File: src/rtl/dezigzag_buffer.sv
// dezigzag_buffer
//   Two-bank (ping-pong) reorder buffer. Coefficients arrive in JPEG zigzag
//   order and leave in raster order (r = 8*row + col). Each incoming
//   coefficient is written straight to its raster slot, so the read side is a
//   plain linear scan of a full bank.
//
// Ports
//   clk        : sole clock, rising edge
//   rst_n      : asynchronous active-low reset
//   in_valid   : in_data holds a coefficient
//   in_ready   : write bank has room (bank not full)
//   in_data    : signed coefficient, zigzag order k = 0..63
//   out_valid  : read bank holds a complete block
//   out_ready  : downstream accepts out_data
//   out_data   : signed coefficient, raster order
//   out_index  : raster index of out_data
//   out_last   : high with out_index == 63
module dezigzag_buffer #(
  parameter int DATA_W = 12
) (
  input  logic                     clk,
  input  logic                     rst_n,
  input  logic                     in_valid,
  output logic                     in_ready,
  input  logic signed [DATA_W-1:0] in_data,
  output logic                     out_valid,
  input  logic                     out_ready,
  output logic signed [DATA_W-1:0] out_data,
  output logic [5:0]               out_index,
  output logic                     out_last
);

  // Bank b occupies mem[{b, raster}]; contents are never reset.
  logic signed [DATA_W-1:0] mem [0:127];

  logic [1:0] full;
  logic [1:0] full_nxt;
  logic       wr_bank;
  logic       rd_bank;
  logic [5:0] wcnt;
  logic [5:0] rcnt;
  logic       wr_fire;
  logic       rd_fire;
  logic       wr_done;
  logic       rd_done;

  // Zigzag position -> raster index.
  function automatic logic [5:0] zz(input logic [5:0] k);
    case (k)
      6'd0:  return 6'd0;   6'd1:  return 6'd1;   6'd2:  return 6'd8;   6'd3:  return 6'd16;
      6'd4:  return 6'd9;   6'd5:  return 6'd2;   6'd6:  return 6'd3;   6'd7:  return 6'd10;
      6'd8:  return 6'd17;  6'd9:  return 6'd24;  6'd10: return 6'd32;  6'd11: return 6'd25;
      6'd12: return 6'd18;  6'd13: return 6'd11;  6'd14: return 6'd4;   6'd15: return 6'd5;
      6'd16: return 6'd12;  6'd17: return 6'd19;  6'd18: return 6'd26;  6'd19: return 6'd33;
      6'd20: return 6'd40;  6'd21: return 6'd48;  6'd22: return 6'd41;  6'd23: return 6'd34;
      6'd24: return 6'd27;  6'd25: return 6'd20;  6'd26: return 6'd13;  6'd27: return 6'd6;
      6'd28: return 6'd7;   6'd29: return 6'd14;  6'd30: return 6'd21;  6'd31: return 6'd28;
      6'd32: return 6'd35;  6'd33: return 6'd42;  6'd34: return 6'd49;  6'd35: return 6'd56;
      6'd36: return 6'd57;  6'd37: return 6'd50;  6'd38: return 6'd43;  6'd39: return 6'd36;
      6'd40: return 6'd29;  6'd41: return 6'd22;  6'd42: return 6'd15;  6'd43: return 6'd23;
      6'd44: return 6'd30;  6'd45: return 6'd37;  6'd46: return 6'd44;  6'd47: return 6'd51;
      6'd48: return 6'd58;  6'd49: return 6'd59;  6'd50: return 6'd52;  6'd51: return 6'd45;
      6'd52: return 6'd38;  6'd53: return 6'd31;  6'd54: return 6'd39;  6'd55: return 6'd46;
      6'd56: return 6'd53;  6'd57: return 6'd60;  6'd58: return 6'd61;  6'd59: return 6'd54;
      6'd60: return 6'd47;  6'd61: return 6'd55;  6'd62: return 6'd62;  default: return 6'd63;
    endcase
  endfunction

  assign in_ready  = !full[wr_bank];
  assign wr_fire   = in_valid && in_ready;
  assign wr_done   = wr_fire && (wcnt == 6'd63);

  assign out_valid = full[rd_bank];
  assign rd_fire   = out_valid && out_ready;
  assign rd_done   = rd_fire && (rcnt == 6'd63);

  assign out_data  = mem[{rd_bank, rcnt}];
  assign out_index = rcnt;
  assign out_last  = (rcnt == 6'd63);

  always_ff @(posedge clk) begin
    if (wr_fire) begin
      mem[{wr_bank, zz(wcnt)}] <= in_data;
    end
  end

  // A write can only complete an empty bank and a read can only drain a full
  // one, so when both finish on the same edge they touch different banks.
  always_comb begin
    full_nxt = full;
    if (wr_done) full_nxt[wr_bank] = 1'b1;
    if (rd_done) full_nxt[rd_bank] = 1'b0;
  end

  always_ff @(posedge clk or negedge rst_n) begin
    if (!rst_n) begin
      full    <= 2'b00;
      wr_bank <= 1'b0;
      rd_bank <= 1'b0;
      wcnt    <= 6'd0;
      rcnt    <= 6'd0;
    end else begin
      full <= full_nxt;
      if (wr_fire) begin
        wcnt <= wcnt + 6'd1;
        if (wr_done) wr_bank <= !wr_bank;
      end
      if (rd_fire) begin
        rcnt <= rcnt + 6'd1;
        if (rd_done) rd_bank <= !rd_bank;
      end
    end
  end

endmodule

File: config.mk
export PLATFORM = sky130hd
export DESIGN_NAME = dezigzag_buffer
export DESIGN_NICKNAME = d
export VERILOG_FILES = /design/src/rtl/dezigzag_buffer.sv
export SDC_FILE = /design/constraint.sdc
export NUM_CORES = 2
export LEC_CHECK = 0
export CAP_MARGIN = 20
export CORE_UTILIZATION = 47
export DETAILED_ROUTE_END_ITERATION = 7
export GPL_ROUTABILITY_DRIVEN = 0
export PLACE_DENSITY = 0.68
export SLEW_MARGIN = 30
export SYNTH_ARGS = -nofsm -noshare
export SYNTH_HDL_FRONTEND = slang
export SYNTH_SLANG_ARGS = --single-unit
File: constraint.sdc
create_clock -name clk -period 6.07 [get_ports clk]
set_clock_uncertainty 0.1 [all_clocks]
set_input_delay 0.607 -clock clk [delete_from_list [all_inputs] [get_ports clk]]
set_output_delay 0.607 -clock clk [all_outputs]
set_load 0.05 [all_outputs]
; Yosys cells after proc, flatten, opt, wreduce, memory -nomap -nowiden
; Memory sizes are Yosys's and may differ from the RTL's.
; Index checks and enable logic that the tools add are counted.
[word_totals]
regBits = 16
latch_bits = 0
ram_bits = 1536
romBits = 384
in_bits = 16
wordCells = 42
n_memories = 2
[mem_list]
columns = name, words, word_bits, rd, rd_ports_with_merged_regs, write_ports, line
row1 = mem, 128, 12, 1, 0, 1, 34  ; logic signed [DATA_W-1:0] mem [0:127];
row2 = (no name shown), 64, 6, 1, 0, 0, 49  ; case (k)
[op_classes]
addsub = 2
mul = 0
n_div = 0
order_cmp = 4
n_eq_ne = 2
shifts = 0
mux = 13
bitwise_logic = 3
reduce_logical = 11
[op_table]
columns = operator, n
row1 = $add 6x1->6 const B, 2
row2 = $eq 6x6->1 const B, 2
row3 = $mux 1, 8
row4 = $logic_and 1x1->1, 6
row5 = $mux 6, 1
row6 = $lt 1x2->1 const B, 2
row7 = $mux 2, 2
row8 = $reduce_and 2->1, 2
row9 = $logic_not 1->1, 3
row10 = $and 2x2->2, 1
row11 = $demux 1 s1, 2
row12 = $ge 1x1->1 const B, 2
row13 = $not 2->2, 1
row14 = $or 2x2->2, 1

; Longest topological paths before layout
[depth]
depth_word = 8
mapped_depth = 11
mapped_depth_nobuf = 8

; Least setup slack after synthesis
; OpenSTA, ideal clock, no wires.
[synth_path]
kind = reg2reg
start = register wcnt[0]
end = memory mem[106][0], enable pin
setup_ns = 0.412
t_arrival_ns = 3.688
setup_slack_ns = 1.869
path_stages_with_launch = 11
n_path_buf = 3
synth_period_minus_slack_ns = 4.201
path_cell_list = dfrtp_1 buf_2 inv_1 ha_1 buf_2 mux2_1 mux4_2 nor2b_1 o21ai_1 buf_2 nor4_1
[synth_between]
elab_chain_cells = 2
[synth_lines]
columns = element, line
row1 = "start, declared", 40  ; logic [5:0] wcnt;
row2 = "start signal, assigned", 105  ; wcnt <= wcnt + 6'd1;
row3 = $mem_v2 64x6, n/a
row4 = $mux 6, 82  ; if (wr_fire) begin
row5 = "end, declared", 34
; No other way between the ends. The select of a mux whose other input is x is not followed.

; Worst setup path after layout
[layout_path]
start = register rcnt[1], in the netlist out_index[1]
end = output port out_data[7]
[layout_between]
elab_chain_cells = 1
[layout_lines]
columns = element, line
row1 = "start, declared", 41  ; logic [5:0] rcnt;
row2 = "start signal, assigned", 109  ; rcnt <= rcnt + 6'd1;
row3 = $mem_v2 128x12, n/a
row4 = "end, declared", 28  ; output logic signed [DATA_W-1:0] out_data,
; No other way between the ends.

==> metrics.md <==
| Metric | Value |
|---|---|
| CP Capture Type | output port |
| Post-CTS resize count | 0 |
| Worst vdd ir | 0.647 mV |
| Ant. Diodes | 0 |
| Commonest non-fill, non-tap cell in the layout | edfxtp_1 |
| Final Non-Filler Cells | 5057 |
| Worst reg2reg endpoint | mem[13][3] |
| Prevailing post-synth register cell | edfxtp_1 |
| Largest family of logic cells by synthesized area | multiplexers |
| Wl on met1 | 61600 um |
| Period utilisation layout | 95.6% |
| GRT overflow | 0 |
| Inserted Clock Buffers | 154 |
| Complex-gate fraction of the synthesized area | 4.36% |
| Synthesis-stage register bit count | ~1600 |
| Detail Route met3 WL | 15300 um |
| Post-synth ARST share | 1.03% |
| DP HPWL | 95000 um |
| Final hold vios | 0 |
| Avg Cell Area, Syn | between 20 and 25 sq um |
| Crit path launch | out_index[1] |
| Crit start category | register |
| Mux contribution to synthesized area | between 10% and 20% |
| Clk root buf | clkbuf_16 |
| Most frequent cells in the layout | edfxtp_1, mux4_2, mux2i_1 |
| RSZ-0062 raised after global routing | no |
| Sequential fraction of the synthesis area | 75.8% |
| Cell variety after synth | just under 80 |
| Crit. path cell count | 8 |
| Final wirelength | 156000 um |
| Setup slack, reg-to-reg | 1230 ps |
| Detail Route Antenna Nets | 0 |
| Initial Utilization | 47.4% |
| Port Buffer Count | 36 |
| Cell leakage power | 21.6 nW |
| Average wire per standard cell | around 31 um |
| GRT Overall Usage | around a quarter |
| H-Tree Depth | 4 |
| Row count | 132 |
| Min Tclk post-route | 5810 ps |
| Fillers | 9650 |
| Setup violations, final | 0 |
| Slew Viols, Final | 0 |
| Max-cap check violation count | 0 |
| Setup crit end | out_data[7] |
| Fraction of layout cells with a size suffix above 1 | a little over a quarter |
| Total placed cells including tap cells | around 4800 |
| FMAX | 172 MHz |
| Hold Path Class | primary input to register |
| Post-Synth Simple-Gate Area | 2.42% |
| Reg clk slew, reported paths | 70 ps |
| Synth Cell Area | 61400 sq um |
| Met2 WL | about 75000 um |
| R2R Path Start | wcnt[0] |
| Full die area | approximately 130000 sq um |
| Worst-path cell chain | buf_12, mux4_2, mux2i_1, nor2_1, nor4_1, buf_4, a22oi_1, clkdlybuf4s50_1 |
| Final Hold Slack | 108 ps |
| Critical Path Fanout Max | 67 |
| Family with the most delay on the worst path | buffers and inverters |
| Pwr dens | 416 nW/um^2 |
| DR top layer | met5 |
| Syn. warnings | 0 |
| Final #Nets | roughly 3200 |
| Adder-cell share of the synthesized area | less than 1% |
| IO Count | 37 |
| Critical path's slowest cell | dfrtp_4 |
| Chip width | 363 um |
| CTS sink cnt | between 1500 and 2000 |
| CTS tree | built |
| Post-Route Setup TNS | 0 ps |
| Initial antenna violation count | 2 |
| Core ar. | 129000 sq um |
| Largest net degree at the start of global routing | 113 |
| Area growth syn-to-layout | 14.9% |
| Vias in the first global route | 32200 |
| CP max stage delay | roughly 970 ps |
| Worst-Skew Late Latency | 780 ps |
| CTS max path bufs | 3 |
| Post-synth EDFFs | 1536 |
| Iteration-0 DRC Markers | 4271 |
| CP bufs+invs | 3 |
| Drt drc | 0 |
| Worst Reg-to-Reg Cells | 9 |
| Routed via count | 31800 |
| Crit path DAT | 5100 ps |
| CP required | 5360 ps |
| Slew @ Worst Pin | 1030 ps |
| Syn nets | 3021 |
| First-pass GRT wire length | 225000 um |
| Crit path kind | register to output port |
| Routed vias/inst | around 6.3 |
| Vert. Die Dim | 363 um |
| Status | completed |
| Xor/xnor share of the synthesized area | less than 1% |
| Cell count after synthesis | around 3000 |
| DR pass1 iterations | 5 |
| Slew Limit Headroom | 31.1% |
-- stage by stage --
step	total power [W]	cell area, sq um	worst slack, ps	util (%)
floorplan	0.0168	61400	1870	-
global placement	0.0196	65200	881	50.3
detailed placement	0.0200	65400	931	50.5
CTS	0.0294	70400	80.1	54.4
global route	0.0301	70500	91.1	54.5
finish	0.0293	70500	264	54.5
-- per-layer routing --
layer / GRT usage (%) / up-vias
met5: 0 / -
met4: 8.29 / 2
met3: 4.43 / 251
met2: 37.6 / 1729
met1: 33.6 / 16800
li1: - / 13000
-- synthesized netlist by cell type (all sizes together) (21+ instances only) --
cell	instances	area, sq um
a22oi	61	458
clkbuf	74	278
nand2	52	195
nor3	106	536
a211oi	33	253
nor4	29	181
edfxtp	1536	46100
mux2i	242	2420
nor2	28	108
buf	120	873
o221ai	51	447
o21ai	21	105
a21oi	65	325
a22o	24	210
mux4	291	6550
-- what timing repair did --
action / in CTS / in global routing
setup endpoints to repair: 0 / 1
buffers inserted: 0 / 1
hold buffers: 0 / 1
endpoints found under the hold margin: 0 / 16
-- report_power, final --
part	internal, W	switching (W)	total [W]
Clock	0.00549	0.00402	0.00951
Combinational	0.00242	0.00488	0.00730
Sequential	0.0122	0.000277	0.0125
Total	0.0201	0.00918	0.0293
-- flip-flops by register name, indices dropped and copies added, names as in the netlist --
signal     cells
full           2
wcnt           6
mem         1536
out_index      6
wr_bank        1
rd_bank        1
-- worst reg2reg max path, stage by stage, from the launching register on --
cell and delay, ps:
dfrtp_1 660, inv_1 300, ha_1 570, mux2i_1 170, o21ai_0 210, mux4_2 320, nand3_2 660, buf_4 530
nor4_2 720, buf_4 310
-- area by class of cell --
type,instances,area (sq um),area share (%)
flip-flops and latches,1552,46500,66.0
repair buffers,241,2060,2.93
multi-input cells,1229,14600,20.8
inverters,11,41.3,0.0586
well taps,1742,2180,3.09
clock buffers,189,4080,5.79
clock inverters,93,971,1.38
-- kinds of logic (layout without fill, tap and decap cells) --
| group | after synthesis | count (layout) |
|---|---|---|
| flops | 1552 | 1552 |
| buf+inv | 205 | 534 |
| mux | 549 | 549 |
| compound gates | 362 | 362 |
| simple gates | 287 | 287 |
| xor+xnor | 12 | 12 |
| fa+ha+maj | 19 | 19 |
-- worst min-delay path by stage --
stage                      from      endpoint  slack (ps)  cells after the start
floorplan                 rst_n       full[0]         210                      0
global placement        full[1]       full[1]         470                      2
detailed placement      full[1]       full[1]         500                      2
CTS                 in_data[10]  mem[103][10]          50                      1
global route        in_data[10]  mem[103][10]         100                      1
finish              in_data[10]   mem[98][10]         110                      1
No activity file was read; power rests on OpenSTA's default activity.
